===== src/rtl/gate_arb_pkg.sv =====
// Shared definitions for the gate-sharing arbiter tile: gate opcodes, FSM states,
// requester count and the bit positions of the fields packed onto the tile pins.
// No logic of its own apart from the gate evaluation helper.
package gate_arb_pkg;

  localparam int NREQ = 4;

  // Gate opcodes carried on ui_in[5:4]
  localparam logic [1:0] OP_AND = 2'b00;
  localparam logic [1:0] OP_OR  = 2'b01;
  localparam logic [1:0] OP_XOR = 2'b10;
  localparam logic [1:0] OP_NOT = 2'b11;

  typedef enum logic [1:0] {
    ST_IDLE     = 2'b00,
    ST_GRANT    = 2'b01,
    ST_COOLDOWN = 2'b10
  } state_t;

  // ui_in field positions
  localparam int UI_REQ_LSB = 0;
  localparam int UI_OP_LSB  = 4;
  localparam int UI_PTR_CLR = 6;
  localparam int UI_PAUSE   = 7;

  // uo_out field positions
  localparam int UO_GRANT_LSB = 0;
  localparam int UO_RESULT    = 4;
  localparam int UO_VALID     = 5;
  localparam int UO_INDEX_LSB = 6;

  function automatic logic gate_eval(input logic [1:0] op, input logic a, input logic b);
    logic r;
    case (op)
      OP_AND:  r = a & b;
      OP_OR:   r = a | b;
      OP_XOR:  r = a ^ b;
      OP_NOT:  r = ~a;
      default: r = 1'b0;
    endcase
    return r;
  endfunction

endpackage


===== src/rtl/rr_pick4.sv =====
// Rotating-priority picker: first set request scanning ptr, ptr+1, ... mod 4.
// Latency: purely combinational. Backpressure: none (no storage).
// Ports: req[3:0] requests, ptr[1:0] highest-priority slot; any = some request, sel = winner.
module rr_pick4
  import gate_arb_pkg::*;
(
  input  logic [NREQ-1:0] req,
  input  logic [1:0]      ptr,
  output logic            any,
  output logic [1:0]      sel
);

  logic [1:0] idx;

  // Walk from the lowest-priority offset up so the nearest set request wins last.
  always_comb begin
    sel = ptr;
    idx = '0;
    for (int j = NREQ - 1; j >= 0; j--) begin
      idx = ptr + 2'(j);
      if (req[idx]) sel = idx;
    end
  end

  assign any = |req;

endmodule


===== src/rtl/tt_um_gate_share_arbiter.sv =====
// Round-robin sharing of one registered 2-input gate among 4 requesters (Tiny Tapeout tile).
// Latency: grant one edge after req is seen in IDLE, first result one edge later.
// Backpressure: pause (ui_in[7]) or ena=0 freezes all state and forces result_valid low.
// Ports: ui_in = {pause, ptr_clr, op[1:0], req[3:0]}; uio_in = operand pairs {b3,a3,..,b0,a0};
//        uo_out = {index[1:0], valid, result, grant[3:0]}; uio_out/uio_oe tied to 0.
module tt_um_gate_share_arbiter
  import gate_arb_pkg::*;
#(
  parameter int MAX_HOLD = 8
) (
  input  logic [7:0] ui_in,
  output logic [7:0] uo_out,
  input  logic [7:0] uio_in,
  output logic [7:0] uio_out,
  output logic [7:0] uio_oe,
  input  logic       ena,
  input  logic       clk,
  input  logic       rst_n
);

  localparam logic [3:0] CNT_MAX = 4'(MAX_HOLD - 1);

  logic [NREQ-1:0] req;
  logic [1:0]      op;
  logic            ptr_clr;
  logic            frozen;

  assign req     = ui_in[UI_REQ_LSB +: NREQ];
  assign op      = ui_in[UI_OP_LSB +: 2];
  assign ptr_clr = ui_in[UI_PTR_CLR];
  assign frozen  = ui_in[UI_PAUSE] | ~ena;

  state_t          state_q, state_d;
  logic [1:0]      ptr_q, ptr_d;
  logic [3:0]      cnt_q, cnt_d;
  logic [NREQ-1:0] grant_q, grant_d;
  logic [1:0]      index_q, index_d;
  logic            result_q, result_d;
  logic            valid_q, valid_d;

  logic       pick_any;
  logic [1:0] pick_sel;

  rr_pick4 u_pick (
    .req (req),
    .ptr (ptr_q),
    .any (pick_any),
    .sel (pick_sel)
  );

  logic a_g, b_g, timeout;

  assign a_g = uio_in[{index_q, 1'b0}];
  assign b_g = uio_in[{index_q, 1'b1}];
  // Tenure ends on a saturated counter only if someone else is actually waiting.
  assign timeout = (cnt_q == CNT_MAX) && |(req & ~grant_q);

  always_comb begin
    state_d  = state_q;
    ptr_d    = ptr_q;
    cnt_d    = cnt_q;
    grant_d  = grant_q;
    index_d  = index_q;
    result_d = result_q;
    valid_d  = 1'b0;
    if (!frozen) begin
      case (state_q)
        ST_IDLE: begin
          if (pick_any) begin
            grant_d           = '0;
            grant_d[pick_sel] = 1'b1;
            index_d           = pick_sel;
            cnt_d             = '0;
            state_d           = ST_GRANT;
          end
        end
        ST_GRANT: begin
          result_d = gate_eval(op, a_g, b_g);
          valid_d  = 1'b1;
          if (cnt_q != CNT_MAX) cnt_d = cnt_q + 4'd1;
          if (!req[index_q] || timeout) state_d = ST_COOLDOWN;
        end
        ST_COOLDOWN: begin
          grant_d = '0;
          ptr_d   = index_q + 2'd1;
          state_d = ST_IDLE;
        end
        default: state_d = ST_IDLE;
      endcase
    end
    // Clear wins over the cooldown rotation; same-edge arbitration already used ptr_q.
    if (ptr_clr) ptr_d = '0;
  end

  always_ff @(posedge clk or negedge rst_n) begin
    if (!rst_n) begin
      state_q  <= ST_IDLE;
      ptr_q    <= '0;
      cnt_q    <= '0;
      grant_q  <= '0;
      index_q  <= '0;
      result_q <= 1'b0;
      valid_q  <= 1'b0;
    end else begin
      state_q  <= state_d;
      ptr_q    <= ptr_d;
      cnt_q    <= cnt_d;
      grant_q  <= grant_d;
      index_q  <= index_d;
      result_q <= result_d;
      valid_q  <= valid_d;
    end
  end

  always_comb begin
    uo_out = '0;
    uo_out[UO_GRANT_LSB +: NREQ] = grant_q;
    uo_out[UO_RESULT]            = result_q;
    uo_out[UO_VALID]             = valid_q;
    uo_out[UO_INDEX_LSB +: 2]    = index_q;
  end

  assign uio_out = '0;
  assign uio_oe  = '0;

endmodule


===== config.mk =====
export PLATFORM = sky130hd
export DESIGN_NAME = tt_um_gate_share_arbiter
export DESIGN_NICKNAME = d
export VERILOG_FILES = /design/src/rtl/gate_arb_pkg.sv /design/src/rtl/rr_pick4.sv /design/src/rtl/tt_um_gate_share_arbiter.sv
export SDC_FILE = /design/constraint.sdc
export NUM_CORES = 1
export LEC_CHECK = 0
export ABC_AREA = 1
export BUFFER_PORTS_ARGS = -buffer_cell sky130_fd_sc_hd__buf_2
export CAP_MARGIN = 0
export CELL_PAD_IN_SITES_DETAIL_PLACEMENT = 1
export CELL_PAD_IN_SITES_GLOBAL_PLACEMENT = 1
export CORE_AREA = 2 2 68 70
export CTS_CLUSTER_DIAMETER = 40
export DETAILED_ROUTE_END_ITERATION = 8
export DIE_AREA = 0 0 70 72
export PLACE_DENSITY = 0.84
export SYNTH_ARGS = -nofsm -noshare
export SYNTH_HDL_FRONTEND = slang
export SYNTH_SLANG_ARGS = --single-unit

===== constraint.sdc =====
create_clock -name clk -period 1.7 [get_ports clk]
set_input_delay 0.17 -clock clk [delete_from_list [all_inputs] [get_ports clk]]
set_output_delay 0.17 -clock clk [all_outputs]
set_load 0.02 [all_outputs]

Word-level counts from Yosys, hierarchy flattened:

Index checks and enable logic that the tools add are counted.

* add/subtract/negate cells: 5
* magnitude comparators: 9
* equality and inequality tests: 11
* multiplexer cells: 34
* bitwise logic cells: 9
* reduce and logical (&&, ||, !) cells: 17

Operators with widths (count)
* less-than comparator 2 x 3 -> 1 bit, second input constant: 6
* two-way mux 2 bit: 9
* case mux 4 bit (2 select lines): 2
* binary-select mux 1 bit (select 2 bit): 7
* two-way mux 4 bit: 3
* two-way mux 1 bit: 10
* AND reduction 3 bit: 3
* less-than comparator 3 x 4 -> 1 bit, second input constant: 2
* inequality test 2 bit, second input constant: 4
* OR reduction 4 bit: 2
* equality test 2 bit, second input constant: 3
* nonzero test 2 bit: 3
* adder 2 x 1 -> 2 bit, second input constant: 2
* adder 2 bit, second input constant: 2
* adder 4 x 1 -> 4 bit, second input constant: 1
* bitwise AND 4 bit: 1
* equality test 2 x 1 -> 1 bit, second input constant: 2
* equality test 4 x 3 -> 1 bit, second input constant: 1
* zero test 2 bit: 2
* inequality test 4 x 3 -> 1 bit, second input constant: 1
* NOT 4 bit: 1
* case mux 1 bit (4 select lines): 1
* case mux 2 bit (2 select lines): 1
* AND reduction 2 bit: 2
* other kinds (10): 14

* bits in registers: 16
* input bits: 19
* output and inout port bits: 24

Logic depth before layout (Yosys ltp):

* word-level depth: 13
* mapped depth: 13

Modules after synthesis:

From an unflattened synthesis, not the netlist that was laid out.

* cell total of the unflattened synthesis: 205
* area total of the unflattened synthesis: 1375.1 um^2

By module, submodules not included
* tt_um_gate_share_arbiter: instances 1, cells each 155, area each 1157.4 um^2
* rr_pick4: instances 1, cells each 50, area each 217.7 um^2

Worst setup path before layout:

OpenSTA, ideal clock, no wires.

* path kind: register to register
* from: register index_q[0]
* to: register result_q
* library setup time: 125 ps
* data arrival time: 1723 ps
* data required time: 1575 ps
* slack: -148 ps
* cell stages (with the launch flop): 11
* buffers on the path: 1
* cell sequence: dfrtp_1 -> buf_2 -> nor2_1 -> nor2_1 -> o21ai_0 -> nand2_1 -> inv_1 -> ha_1 -> mux2_2 -> o221ai_1 -> nand2_1

* longest elaborated chain between the ends: 4
* elaborated cells between the ends (all ways): 9
* those cells by class: 5 x mux; 4 x bitwise

Ends and longest elaborated chain
* start, declared: line tt_um_gate_share_arbiter.sv:37 `logic [1:0] index_q, index_d;`
* start signal, assigned: line tt_um_gate_share_arbiter.sv:109 `index_q <= index_d;`
* binary-select mux 1 bit (select 2 bit) (on tied branches): line tt_um_gate_share_arbiter.sv:53, tt_um_gate_share_arbiter.sv:54
* two-way mux 1 bit (on tied branches): line tt_um_gate_share_arbiter.sv:53, tt_um_gate_share_arbiter.sv:54
* XOR 1 bit (tied with other cells): line gate_arb_pkg.sv:37 `OP_XOR: r = a ^ b;`
* case mux 1 bit (4 select lines) (*): line gate_arb_pkg.sv:34 `case (op)`
* end signal, assigned: line tt_um_gate_share_arbiter.sv:110 `result_q <= result_d;`
* end, declared: line tt_um_gate_share_arbiter.sv:38 `logic result_q, result_d;`

Every way passes the cells marked *; elsewhere a longest branch is shown, timed or not. The select of a mux whose other input is x is not followed.
A chain may end at the register's enable or synchronous reset.

Worst setup path in the final report:

Same ends and word-level chain as after synthesis.

==> impl_metrics.ini <==
[yosys]
postSynth.asyncResetShare_pct = 100.0
synth_area_per_cell_um2 = 6.783
synth-edff-count = 0
synth_cells = 190
ys_seq_area_share_pct = 31.07
yosysWarnings = 0
synth-seq-cells = 16
syn_area_mm2 = 0.001289
synth_cell_types = 27
synth_flop_cell = dfrtp_1

[floorplan]
io_pins = 43
start_util_pct = 30.22
die_area_mm2 = 0.005040
fp-row-count = 24
core_area_mm2 = 0.004264
die-height_um = 72
die_w_um = 70

[worst_hold_path]
holdCritStartpoint = ui_in[4]
hold_path_class = in -> reg
min_to = result_q
whs_path_depth = 3

[drt]
met2_length_mm = 1.500
postRouteAntennaNets = 0
vias = 1204
vias_per_cell = 4.459
drc = 0
dr_wl_met3_um = 158
first_iter_violations = 35
wl_met1_mm = 1.461
maxUsedRoutingLayer = met4
first_pass_iters = 4
wl_per_cell_um = 11.67
routed_wl_mm = 3.151

[grt]
antenna_found_initial = 0
grt_pass1_vias = 1228
grt_pass1_wl_mm = 5.457
grt_overflow_total = 0
grt_max_degree = 17
grtUsageTotal_pct = 13.52

[critical_path]
crit_path_max_incr_delay_ns = 0.47
required_ns = 1.84
crit_fanout = 7
reg2regPathDepth = 9
crit_slowest_cell = dfrtp_2
r2r_slack_ns = -0.01
reg2reg_to = result_q
critPathBufInv = 1
arrival_ns = 1.85
crit_family = flip-flops
r2r-start = index_q[0]
end_kind = flip-flop
startpoint_type = flip-flop
worstPathCellList = nor2_1 > nor2_1 > o21ai_0 > nand2_1 > inv_1 > ha_1 > mux2_4 > o221ai_2 > nand2_1
crit_type = reg -> reg

[clock_network]
cts_tree = built
clock_sinks = 16
ctsRootBufferMaster = clkbuf_8
h-tree-depth = 1
clock_path_buffers = 2
cts_setup_buffers = 0
clkLatencyLatePin_ns = 0.25
numCtsBuffers = 3
clkTransAtPathRegs_ns = 0.07

[sta]
fin_crit_ns = 1.710
setup_viol = 1
period_share_pct = 100.6
rsz0062_at_grt = yes
finalClockSkew_ns = 0.003217
worst_slack_ns = -0.009878
max_freq_ghz = 0.5848
maxSlewViolCount = 0
timing.final.hold_violations = 0
timing.hold.ws_ns = 0.2028

[finish]
fin_util_pct = 35.06
layout.cells.most_common = nand2_1
fill_cells = 579
antenna_cells = 0
drive_above_1_share_pct = 27.52
stdcell_count = 270
final_nets = 241
area_growth_pct = 16.02
layout_common_cells = nand2_1, buf_2, inv_1, conb_1, dfrtp_1

[power_and_ir_drop]
powerDensity_mw_per_mm2 = 1546
power.total_mw = 2.312
peakVddDrop_v = 0.0003603
leakagePower_nw = 0.8318

[placement]
place_ws_ns = -0.03746
io_buffers = 26
dp.cells = 265
place.gp.congestion = 0.8045
dp.final_hpwl_mm = 2.640

[outcome]
status = finished, violations left
violations = negative setup slack

[run]
cap_violations = 0
-- tightest hold or removal path: stages --
cell and delay [ns]:
buf_2 0.10, o221ai_2 0.10, nand2_1 0.06
-- cells in the mapped netlist, types with 2 or more instances --
master / count / area [um^2]
ha_1: 3 / 37.54
o22ai_1: 2 / 12.51
dfrtp_1: 16 / 400.4
inv_2: 7 / 26.28
buf_4: 18 / 135.1
inv_1: 17 / 63.81
nand2_2: 8 / 50.05
nand4_1: 3 / 18.77
a21oi_1: 6 / 30.03
o21ai_1: 7 / 35.03
nand2_1: 54 / 202.7
nor2_1: 14 / 52.55
o21ai_0: 12 / 60.06
nand3_1: 10 / 50.05
-- final cells by class --
cell class / count / area, um^2 / share of cell area (%)
inverters: 25 / 103.9 / 6.946
clock buffers: 4 / 55.05 / 3.682
well taps: 52 / 65.06 / 4.351
repair buffers: 29 / 155.1 / 10.38
flip-flops and latches: 16 / 404.1 / 27.03
multi-input cells: 144 / 711.9 / 47.62
-- metrics by stage --
stage | setup TNS (ns) | area [um^2]
detailed placement | -0.03746 | 1419
global route | -0.09893 | 1495
floorplan | -0.004424 | 1366
global placement | 0 | 1419
CTS | -0.01628 | 1486
finish | -0.009878 | 1495
-- where the power goes --
part,total [mW],internal [mW],switching (mW)
registers,0.701,0.524,0.176
logic,1.27,0.459,0.808
clock network,0.343,0.206,0.138
-- cells by family after synthesis --
group	synth area share, %
AO/OA/AOI/OAI	13.40
XOR/XNOR	0.6797
adder cells (fa/ha/maj)	2.913
buffers and inverters	19.61
flip-flops	31.07
multiplexers	0.8737
other	0.2910
AND/OR/NAND/NOR	31.17
-- worst max-delay path by stage --
stage                           from        to  slack (ns)  depth (start not counted)
after global routing      index_q[0]  result_q        -0.1                          9
final                     index_q[0]  result_q       -0.01                          9
after floorplan           index_q[0]  result_q      -0.004                         10
after global placement    index_q[0]  result_q        0.06                          8
after CTS                 index_q[0]  result_q       -0.02                          9
after detailed placement  index_q[0]  result_q       -0.04                          9
-- state kept, by name, summed over array words and instances, names as in the netlist --
| signal | flops |
|---|---|
| state_q | 2 |
| ptr_q | 2 |
| result_q | 1 |
| valid_q | 1 |
| grant_q | 4 |
| cnt_q | 4 |
| index_q | 2 |
-- routing by layer --
| layer | GRT usage, % | up-vias |
|---|---|---|
| met3 | 2.639 | 4 |
| met4 | 4.487 | 0 |
| li1 | - | 627 |
| met2 | 23.60 | 30 |
| met5 | 0 | - |
| met1 | 16.87 | 543 |
-- what timing repair did --
action,4_1_cts,5_1_grt
cloned,0,0
pin swaps,0,1
resized for setup,1,4
hold endpoints to repair,16,0
hold buffers,1,0
setup endpoints to repair,1,6
Note: power is estimated with default switching activity, not from simulation.
